[src/rtl/ctrl_pkg.sv]
// Shared encodings for the A/B accumulator control unit.
// Covers state codes, opcodes, ALU ops, operand selects, status bit indices and the decoded control word.
package ctrl_pkg;

    localparam logic [1:0] S_FETCH = 2'd0;
    localparam logic [1:0] S_EXEC  = 2'd1;
    localparam logic [1:0] S_MEM   = 2'd2;
    localparam logic [1:0] S_HALT  = 2'd3;

    localparam logic [6:0] OP_MOV_AB = 7'b0000000;
    localparam logic [6:0] OP_MOV_BA = 7'b0000001;
    localparam logic [6:0] OP_MOV_AK = 7'b0000010;
    localparam logic [6:0] OP_MOV_BK = 7'b0000011;
    localparam logic [6:0] OP_ADD_AB = 7'b0000100;
    localparam logic [6:0] OP_ADD_BA = 7'b0000101;
    localparam logic [6:0] OP_SUB_AB = 7'b0001000;
    localparam logic [6:0] OP_AND_AK = 7'b0001110;
    localparam logic [6:0] OP_OR_BA  = 7'b0010001;
    localparam logic [6:0] OP_SHL_A  = 7'b0011100;
    localparam logic [6:0] OP_SHR_B  = 7'b0100011;
    localparam logic [6:0] OP_INC_B  = 7'b0100100;
    localparam logic [6:0] OP_LD_A   = 7'b0101000;
    localparam logic [6:0] OP_ST_A   = 7'b0101010;
    localparam logic [6:0] OP_CMP_AB = 7'b1001101;
    localparam logic [6:0] OP_JMP    = 7'b1010011;
    localparam logic [6:0] OP_JEQ    = 7'b1010100;
    localparam logic [6:0] OP_JNE    = 7'b1010101;
    localparam logic [6:0] OP_JCS    = 7'b1010110;
    localparam logic [6:0] OP_JMI    = 7'b1010111;
    localparam logic [6:0] OP_HALT   = 7'b1111111;

    localparam logic [3:0] ALU_ADD = 4'b0000;
    localparam logic [3:0] ALU_SUB = 4'b0001;
    localparam logic [3:0] ALU_AND = 4'b0010;
    localparam logic [3:0] ALU_OR  = 4'b0011;
    localparam logic [3:0] ALU_SHL = 4'b0111;
    localparam logic [3:0] ALU_SHR = 4'b1000;

    localparam logic [1:0] SELA_A    = 2'b00;
    localparam logic [1:0] SELA_B    = 2'b01;
    localparam logic [1:0] SELA_ZERO = 2'b10;
    localparam logic [1:0] SELA_ONE  = 2'b11;

    localparam logic [1:0] SELB_B    = 2'b00;
    localparam logic [1:0] SELB_A    = 2'b01;
    localparam logic [1:0] SELB_K    = 2'b10;
    localparam logic [1:0] SELB_ZERO = 2'b11;

    localparam logic [1:0] SELD_A = 2'b00;
    localparam logic [1:0] SELD_B = 2'b01;
    localparam logic [1:0] SELD_K = 2'b10;

    localparam int ST_Z = 0;
    localparam int ST_N = 1;
    localparam int ST_C = 2;
    localparam int ST_V = 3;

    typedef enum logic [2:0] {
        JC_ALWAYS,
        JC_Z,
        JC_NZ,
        JC_C,
        JC_N
    } jcond_e;

    typedef struct packed {
        logic       la;
        logic       lb;
        logic       ls;
        logic       mem_we;
        logic       wb_sel;
        logic [1:0] sel_a;
        logic [1:0] sel_b;
        logic [1:0] sel_data;
        logic [3:0] alu_op;
    } ctrl_word_t;

endpackage

[src/rtl/ctrl_decode.sv]
// Purpose: IR to control word and instruction class flags.
// Latency: combinational.
// Backpressure: none; the FSM decides when the decoded word is used.
module ctrl_decode
    import ctrl_pkg::*;
#(
    parameter int OPCODE_W = 7
) (
    input  logic [OPCODE_W-1:0] ir,
    output ctrl_word_t          cw,
    output jcond_e              jcond,
    output logic                is_mem,
    output logic                is_jump,
    output logic                is_illegal,
    output logic                is_halt
);

    always_comb begin
        cw         = '0;
        jcond      = JC_ALWAYS;
        is_mem     = 1'b0;
        is_jump    = 1'b0;
        is_illegal = 1'b0;
        is_halt    = 1'b0;
        case (ir)
            // MOVs route the source through ALU ADD with a zero operand
            OPCODE_W'(OP_MOV_AB): begin cw.la = 1'b1; cw.sel_a = SELA_ZERO; cw.sel_b = SELB_B; end
            OPCODE_W'(OP_MOV_BA): begin cw.lb = 1'b1; cw.sel_a = SELA_ZERO; cw.sel_b = SELB_A; end
            OPCODE_W'(OP_MOV_AK): begin cw.la = 1'b1; cw.sel_a = SELA_ZERO; cw.sel_b = SELB_K; end
            OPCODE_W'(OP_MOV_BK): begin cw.lb = 1'b1; cw.sel_a = SELA_ZERO; cw.sel_b = SELB_K; end
            OPCODE_W'(OP_ADD_AB): begin cw.la = 1'b1; cw.ls = 1'b1; cw.sel_a = SELA_A; cw.sel_b = SELB_B; cw.alu_op = ALU_ADD; end
            OPCODE_W'(OP_ADD_BA): begin cw.lb = 1'b1; cw.ls = 1'b1; cw.sel_a = SELA_B; cw.sel_b = SELB_A; cw.alu_op = ALU_ADD; end
            OPCODE_W'(OP_SUB_AB): begin cw.la = 1'b1; cw.ls = 1'b1; cw.sel_a = SELA_A; cw.sel_b = SELB_B; cw.alu_op = ALU_SUB; end
            OPCODE_W'(OP_AND_AK): begin cw.la = 1'b1; cw.ls = 1'b1; cw.sel_a = SELA_A; cw.sel_b = SELB_K; cw.alu_op = ALU_AND; end
            OPCODE_W'(OP_OR_BA):  begin cw.lb = 1'b1; cw.ls = 1'b1; cw.sel_a = SELA_B; cw.sel_b = SELB_A; cw.alu_op = ALU_OR; end
            OPCODE_W'(OP_SHL_A):  begin cw.la = 1'b1; cw.ls = 1'b1; cw.sel_a = SELA_A; cw.sel_b = SELB_ZERO; cw.alu_op = ALU_SHL; end
            OPCODE_W'(OP_SHR_B):  begin cw.lb = 1'b1; cw.ls = 1'b1; cw.sel_a = SELA_B; cw.sel_b = SELB_ZERO; cw.alu_op = ALU_SHR; end
            OPCODE_W'(OP_INC_B):  begin cw.lb = 1'b1; cw.ls = 1'b1; cw.sel_a = SELA_ONE; cw.sel_b = SELB_B; cw.alu_op = ALU_ADD; end
            OPCODE_W'(OP_CMP_AB): begin cw.ls = 1'b1; cw.sel_a = SELA_A; cw.sel_b = SELB_B; cw.alu_op = ALU_SUB; end
            OPCODE_W'(OP_LD_A):   begin is_mem = 1'b1; cw.la = 1'b1; cw.wb_sel = 1'b1; cw.sel_data = SELD_A; end
            OPCODE_W'(OP_ST_A):   begin is_mem = 1'b1; cw.mem_we = 1'b1; cw.sel_data = SELD_B; end
            OPCODE_W'(OP_JMP):    begin is_jump = 1'b1; jcond = JC_ALWAYS; end
            OPCODE_W'(OP_JEQ):    begin is_jump = 1'b1; jcond = JC_Z; end
            OPCODE_W'(OP_JNE):    begin is_jump = 1'b1; jcond = JC_NZ; end
            OPCODE_W'(OP_JCS):    begin is_jump = 1'b1; jcond = JC_C; end
            OPCODE_W'(OP_JMI):    begin is_jump = 1'b1; jcond = JC_N; end
            OPCODE_W'(OP_HALT):   is_halt = 1'b1;
            default:              is_illegal = 1'b1;
        endcase
    end

endmodule

[src/rtl/ctrl_fsm.sv]
// Purpose: FETCH/EXEC/MEM/HALT control unit for the A/B accumulator datapath.
// Latency: 2 cycles for register/ALU/jump, 3 + wait cycles for LD/ST.
// Backpressure: stalls in FETCH until instr_valid, in MEM until mem_ready.
module ctrl_fsm
    import ctrl_pkg::*;
#(
    parameter int OPCODE_W = 7,
    parameter int STATUS_W = 4,
    parameter int ALU_OP_W = 4,
    parameter int CNT_W    = 16
) (
    input  logic                clk,
    input  logic                rst_n,
    input  logic [OPCODE_W-1:0] opcode,
    input  logic                instr_valid,
    input  logic [STATUS_W-1:0] status,
    input  logic                mem_ready,
    output logic                ir_load,
    output logic                pc_inc,
    output logic                LA,
    output logic                LB,
    output logic                LP,
    output logic                LS,
    output logic                mem_req,
    output logic                mem_we,
    output logic                wbSel,
    output logic [1:0]          selA,
    output logic [1:0]          selB,
    output logic [1:0]          selData,
    output logic [ALU_OP_W-1:0] alu_op,
    output logic                illegal,
    output logic                halted,
    output logic [CNT_W-1:0]    retired
);

    logic [1:0]          state;
    logic [1:0]          state_nxt;
    logic [OPCODE_W-1:0] ir;
    logic                retire;
    logic                jmp_taken;
    ctrl_word_t          cw;
    jcond_e              jcond;
    logic                is_mem;
    logic                is_jump;
    logic                is_illegal;
    logic                is_halt;
    logic                status_unused;

    assign status_unused = ^status[STATUS_W-1:ST_V];

    ctrl_decode #(.OPCODE_W(OPCODE_W)) u_decode (
        .ir         (ir),
        .cw         (cw),
        .jcond      (jcond),
        .is_mem     (is_mem),
        .is_jump    (is_jump),
        .is_illegal (is_illegal),
        .is_halt    (is_halt)
    );

    always_comb begin
        case (jcond)
            JC_Z:    jmp_taken = status[ST_Z];
            JC_NZ:   jmp_taken = ~status[ST_Z];
            JC_C:    jmp_taken = status[ST_C];
            JC_N:    jmp_taken = status[ST_N];
            default: jmp_taken = 1'b1;
        endcase
    end

    // Outputs are forced low while rst_n is asserted so an aborted access drops at once
    always_comb begin
        ir_load   = 1'b0;
        pc_inc    = 1'b0;
        LA        = 1'b0;
        LB        = 1'b0;
        LP        = 1'b0;
        LS        = 1'b0;
        mem_req   = 1'b0;
        mem_we    = 1'b0;
        wbSel     = 1'b0;
        selA      = 2'b00;
        selB      = 2'b00;
        selData   = 2'b00;
        alu_op    = '0;
        illegal   = 1'b0;
        halted    = 1'b0;
        retire    = 1'b0;
        state_nxt = state;
        if (rst_n) begin
            case (state)
                S_FETCH: begin
                    ir_load = instr_valid;
                    if (instr_valid) state_nxt = S_EXEC;
                end
                S_EXEC: begin
                    state_nxt = S_FETCH;
                    if (is_halt) begin
                        state_nxt = S_HALT;
                    end else if (is_mem) begin
                        state_nxt = S_MEM;
                    end else if (is_illegal) begin
                        illegal = 1'b1;
                        pc_inc  = 1'b1;
                    end else if (is_jump) begin
                        LP     = jmp_taken;
                        pc_inc = ~jmp_taken;
                        retire = 1'b1;
                    end else begin
                        LA     = cw.la;
                        LB     = cw.lb;
                        LS     = cw.ls;
                        selA   = cw.sel_a;
                        selB   = cw.sel_b;
                        alu_op = ALU_OP_W'(cw.alu_op);
                        pc_inc = 1'b1;
                        retire = 1'b1;
                    end
                end
                S_MEM: begin
                    mem_req = 1'b1;
                    mem_we  = cw.mem_we;
                    selData = cw.sel_data;
                    if (mem_ready) begin
                        LA        = cw.la;
                        wbSel     = cw.wb_sel;
                        pc_inc    = 1'b1;
                        retire    = 1'b1;
                        state_nxt = S_FETCH;
                    end
                end
                S_HALT:  halted = 1'b1;
                default: state_nxt = S_FETCH;
            endcase
        end
    end

    always_ff @(posedge clk or negedge rst_n) begin
        if (!rst_n) begin
            state   <= S_FETCH;
            ir      <= '0;
            retired <= '0;
        end else begin
            state <= state_nxt;
            if (ir_load) ir <= opcode;
            if (retire) retired <= retired + CNT_W'(1);
        end
    end

endmodule

[config.mk]
export PLATFORM = sky130hd
export DESIGN_NAME = ctrl_fsm
export DESIGN_NICKNAME = d
export VERILOG_FILES = /design/src/rtl/ctrl_pkg.sv /design/src/rtl/ctrl_decode.sv /design/src/rtl/ctrl_fsm.sv
export SDC_FILE = /design/constraint.sdc
export NUM_CORES = 1
export LEC_CHECK = 0
export ABC_AREA = 1
export CORE_UTILIZATION = 30
export CTS_BUF_LIST = sky130_fd_sc_hd__clkbuf_8
export DETAILED_ROUTE_END_ITERATION = 16
export GPL_ROUTABILITY_DRIVEN = 0
export GPL_TIMING_DRIVEN = 0
export PLACE_DENSITY_LB_ADDON = 0.25
export SLEW_MARGIN = 25
export SYNTH_ARGS = -nofsm -noshare
export SYNTH_HDL_FRONTEND = slang
export SYNTH_SLANG_ARGS = --single-unit
[constraint.sdc]
create_clock -name clk -period 3.29 [get_ports clk]
set_input_delay 0.4935 -clock clk [delete_from_list [all_inputs] [get_ports clk]]
set_output_delay 0.4935 -clock clk [all_outputs]
set_load 0.05 [all_outputs]
==> results.cfg <==
[die]
start_util_pct = 31.3
num_io_pins = 52
dieArea_um2 = 7030
coreArea_um2 = 6420
rows = 29
die_w_um = 83.8
die_y_um = 83.8

[synthesis]
syn-num-nets = 330
synth_top_cell_by_area = dfrtp_1
synthFlopType = dfrtp_1
synth-edff-count = 0
synth.top_cell.area_share_pct = 31.1
ys_ff_latch = 25
syn_area_per_cell_um2 = 6.48
synthArstFlopShare_pct = 100
yosysWarnings = 0
netlist_area_um2 = 2010
synth.area.top_cells = dfrtp_1 31%, nand2_1 15%, nand3_1 8.7%
ys_seq_area_share_pct = 31.1
netlist_instances = 310
ys_types = 28

[global_routing]
track_usage_pct = 15.4
grt_pass1_wl_um = 8910
grt_overflow = 0
grt_max_degree = 27
grt_pass1_vias = 1915
antenna_found_initial = 0

[finish]
final_nets = 384
finalNonFillerCells = 440
antennaDiodeCount = 0
drive_above_1_share_pct = 7.44
mostFrequentLayoutCells = 79 x nand2_1, 40 x inv_1, 38 x nor2_1
utilization_pct = 41.3
synthToLayoutAreaGrowth_pct = 32.1
fill_cells = 692
final_common_cell = nand2_1

[route]
vias = 2086
wl_met3_um = 206
dr.pass1.iters = 11
vias_per_cell = 4.74
ant_nets = 0
drtIter0Drc = 110
drt_wl_total_um = 5120
wl_met2_um = 2200
topRoutingLayerUsed = met4
wl_met1_um = 2670
wl_per_cell_um = 11.6
drc = 8

[sta]
worst_pin_slew_ns = 0.510
max_freq_mhz = 328
slew_headroom_pct = 65.7
final.period_utilization_pct = 92.7
finalSetupTns_ns = 0
rsz0062_at_grt = false
hold_viol = 0
setup_viol = 0
hold_ws_ns = 0.114
finClkSkew_ns = 0.00841
final_max_slew_viol_count = 0
min_period_ns = 3.05

[clock_tree]
cts_inserted_buffers = 3
cts_tree = built
cts_hold_buf = 0
cts_buffer_depth = 2
post-cts-setup-buffer-count = 0
insertion_delay_ns = 0.27
path_clk_slew_ns = 0.09
cts-htree-levels = 1
clock-sinks = 25
post_cts_resized = 3
cts-root-buf = clkbuf_8

[status]
status = finished with violations
failed_checks = design-rule violations

[worst_setup_path]
arrival_ns = 2.56
cp_slowest_cell = clkdlybuf4s50_1
cp_cell_sequence = inv_1 > nand3_1 > inv_2 > nand2_1 > nand3_1 > nor2_1 > nand2_1 > a21oi_1 > clkdlybuf4s50_1
cpPeakStageDelay_ns = 0.83
crit_path_max_fanout = 4
start_kind = flop
worstSetupPathType = reg2out
required_ns = 2.80
end_kind = output pin

[power_and_ir_drop]
report.power.total_mw = 1.57
p_leak_nw = 1.39
ir_drop_mv = 0.253
p_per_area_nw_per_um2 = 591

[worst_hold_path]
hold_class = in2async

[placement]
hpwlAfterDp_um = 4070
port_buffers = 49
placedCellCount = 436

[run]
max-cap-violations = 0
[layer usage]
metal / GRT usage [%] / vias to the layer above
met4: 3.76 / 0
met5: 0 / -
li1: - / 1086
met2: 23.8 / 50
met1: 22.8 / 946
met3: 1.78 / 4
[report_power, final]
group	switching [mW]	leakage, nW	total [mW]	internal [mW]
sequential	0.0891	0.332	0.461	0.372
combinational	0.652	1.03	0.930	0.278
clock	0.0939	0.0269	0.177	0.0835
[synth_stat cells (2+ instances only)]
library cell,n
a211oi_1,3
a21oi_1,6
a31oi_1,2
buf_4,3
clkbuf_1,3
clkinv_1,3
dfrtp_1,25
ha_1,5
inv_1,39
inv_2,3
nand2_1,79
nand2_2,4
nand2_4,2
nand3_1,35
nand4_1,3
nor2_1,38
nor2_2,7
nor3_1,14
nor4_1,2
o211ai_1,2
o21ai_0,13
xnor2_1,2
xor2_1,12
[stage by stage]
stage                     instance area, µm²  setup WS, ns
after floorplan                         2010         0.526
after global routing                    2660        0.0275
after CTS                               2640       0.00419
after global placement                  2600         -1.18
after detailed placement                2590        -0.335
final                                   2660         0.241
[final cells by class]
cell class | count | area (µm²) | area share (%)
clock inverter | 1 | 3.75 | 0.141
sequential | 25 | 626 | 23.6
buffer | 7 | 45.0 | 1.70
inverter | 45 | 169 | 6.36
tap | 77 | 96.3 | 3.63
timing repair buffer | 49 | 504 | 19.0
multi-input combinational | 233 | 1170 | 44.1
clock buffer | 3 | 41.3 | 1.56
[final timing paths]
kind | from | end | slack (ns) | cells past startpoint
max | ir[4]$_DFFE_PN0P_ | pc_inc | 0.24 | 9
min | rst_n | retired[11]$_DFFE_PN0P_ | 0.11 | 1
max reg2reg | ir[4]$_DFFE_PN0P_ | retired[2]$_DFFE_PN0P_ | 1.35 | 13
min reg2reg | retired[15]$_DFFE_PN0P_ | retired[15]$_DFFE_PN0P_ | 0.54 | 2
max in group asynchronous | rst_n | ir[6]$_DFFE_PN0P_ | 2.91 | 1
min in group clk | retired[15]$_DFFE_PN0P_ | retired[15]$_DFFE_PN0P_ | 0.54 | 2
[cell families (layout without fill, tap and decap cells)]
group | count (synthesis) | in the layout | share of synthesized area [%]
buffers and inverters | 52 | 105 | 10.6
other | 1 | 1 | 0.187
xor gates and xnor gates | 14 | 14 | 6.10
adders and majority gates | 5 | 5 | 3.11
AOI/OAI and AO/OA | 26 | 26 | 7.22
DFF | 25 | 25 | 31.1
and+or+nand+nor | 187 | 187 | 41.6
[state kept, by name (all words and copies together), names as in the netlist]
signal	cells
ir	7
retired	16
state	2
[worst max-delay path: cells and delay by family (launching register included)]
family	cells	cell delay, ns
DFF	1	0.40
AOI/OAI and AO/OA	1	0.16
and+or+nand+nor	5	0.74
buffers and inverters	3	0.98
Note: power is estimated with default switching activity, not from simulation.
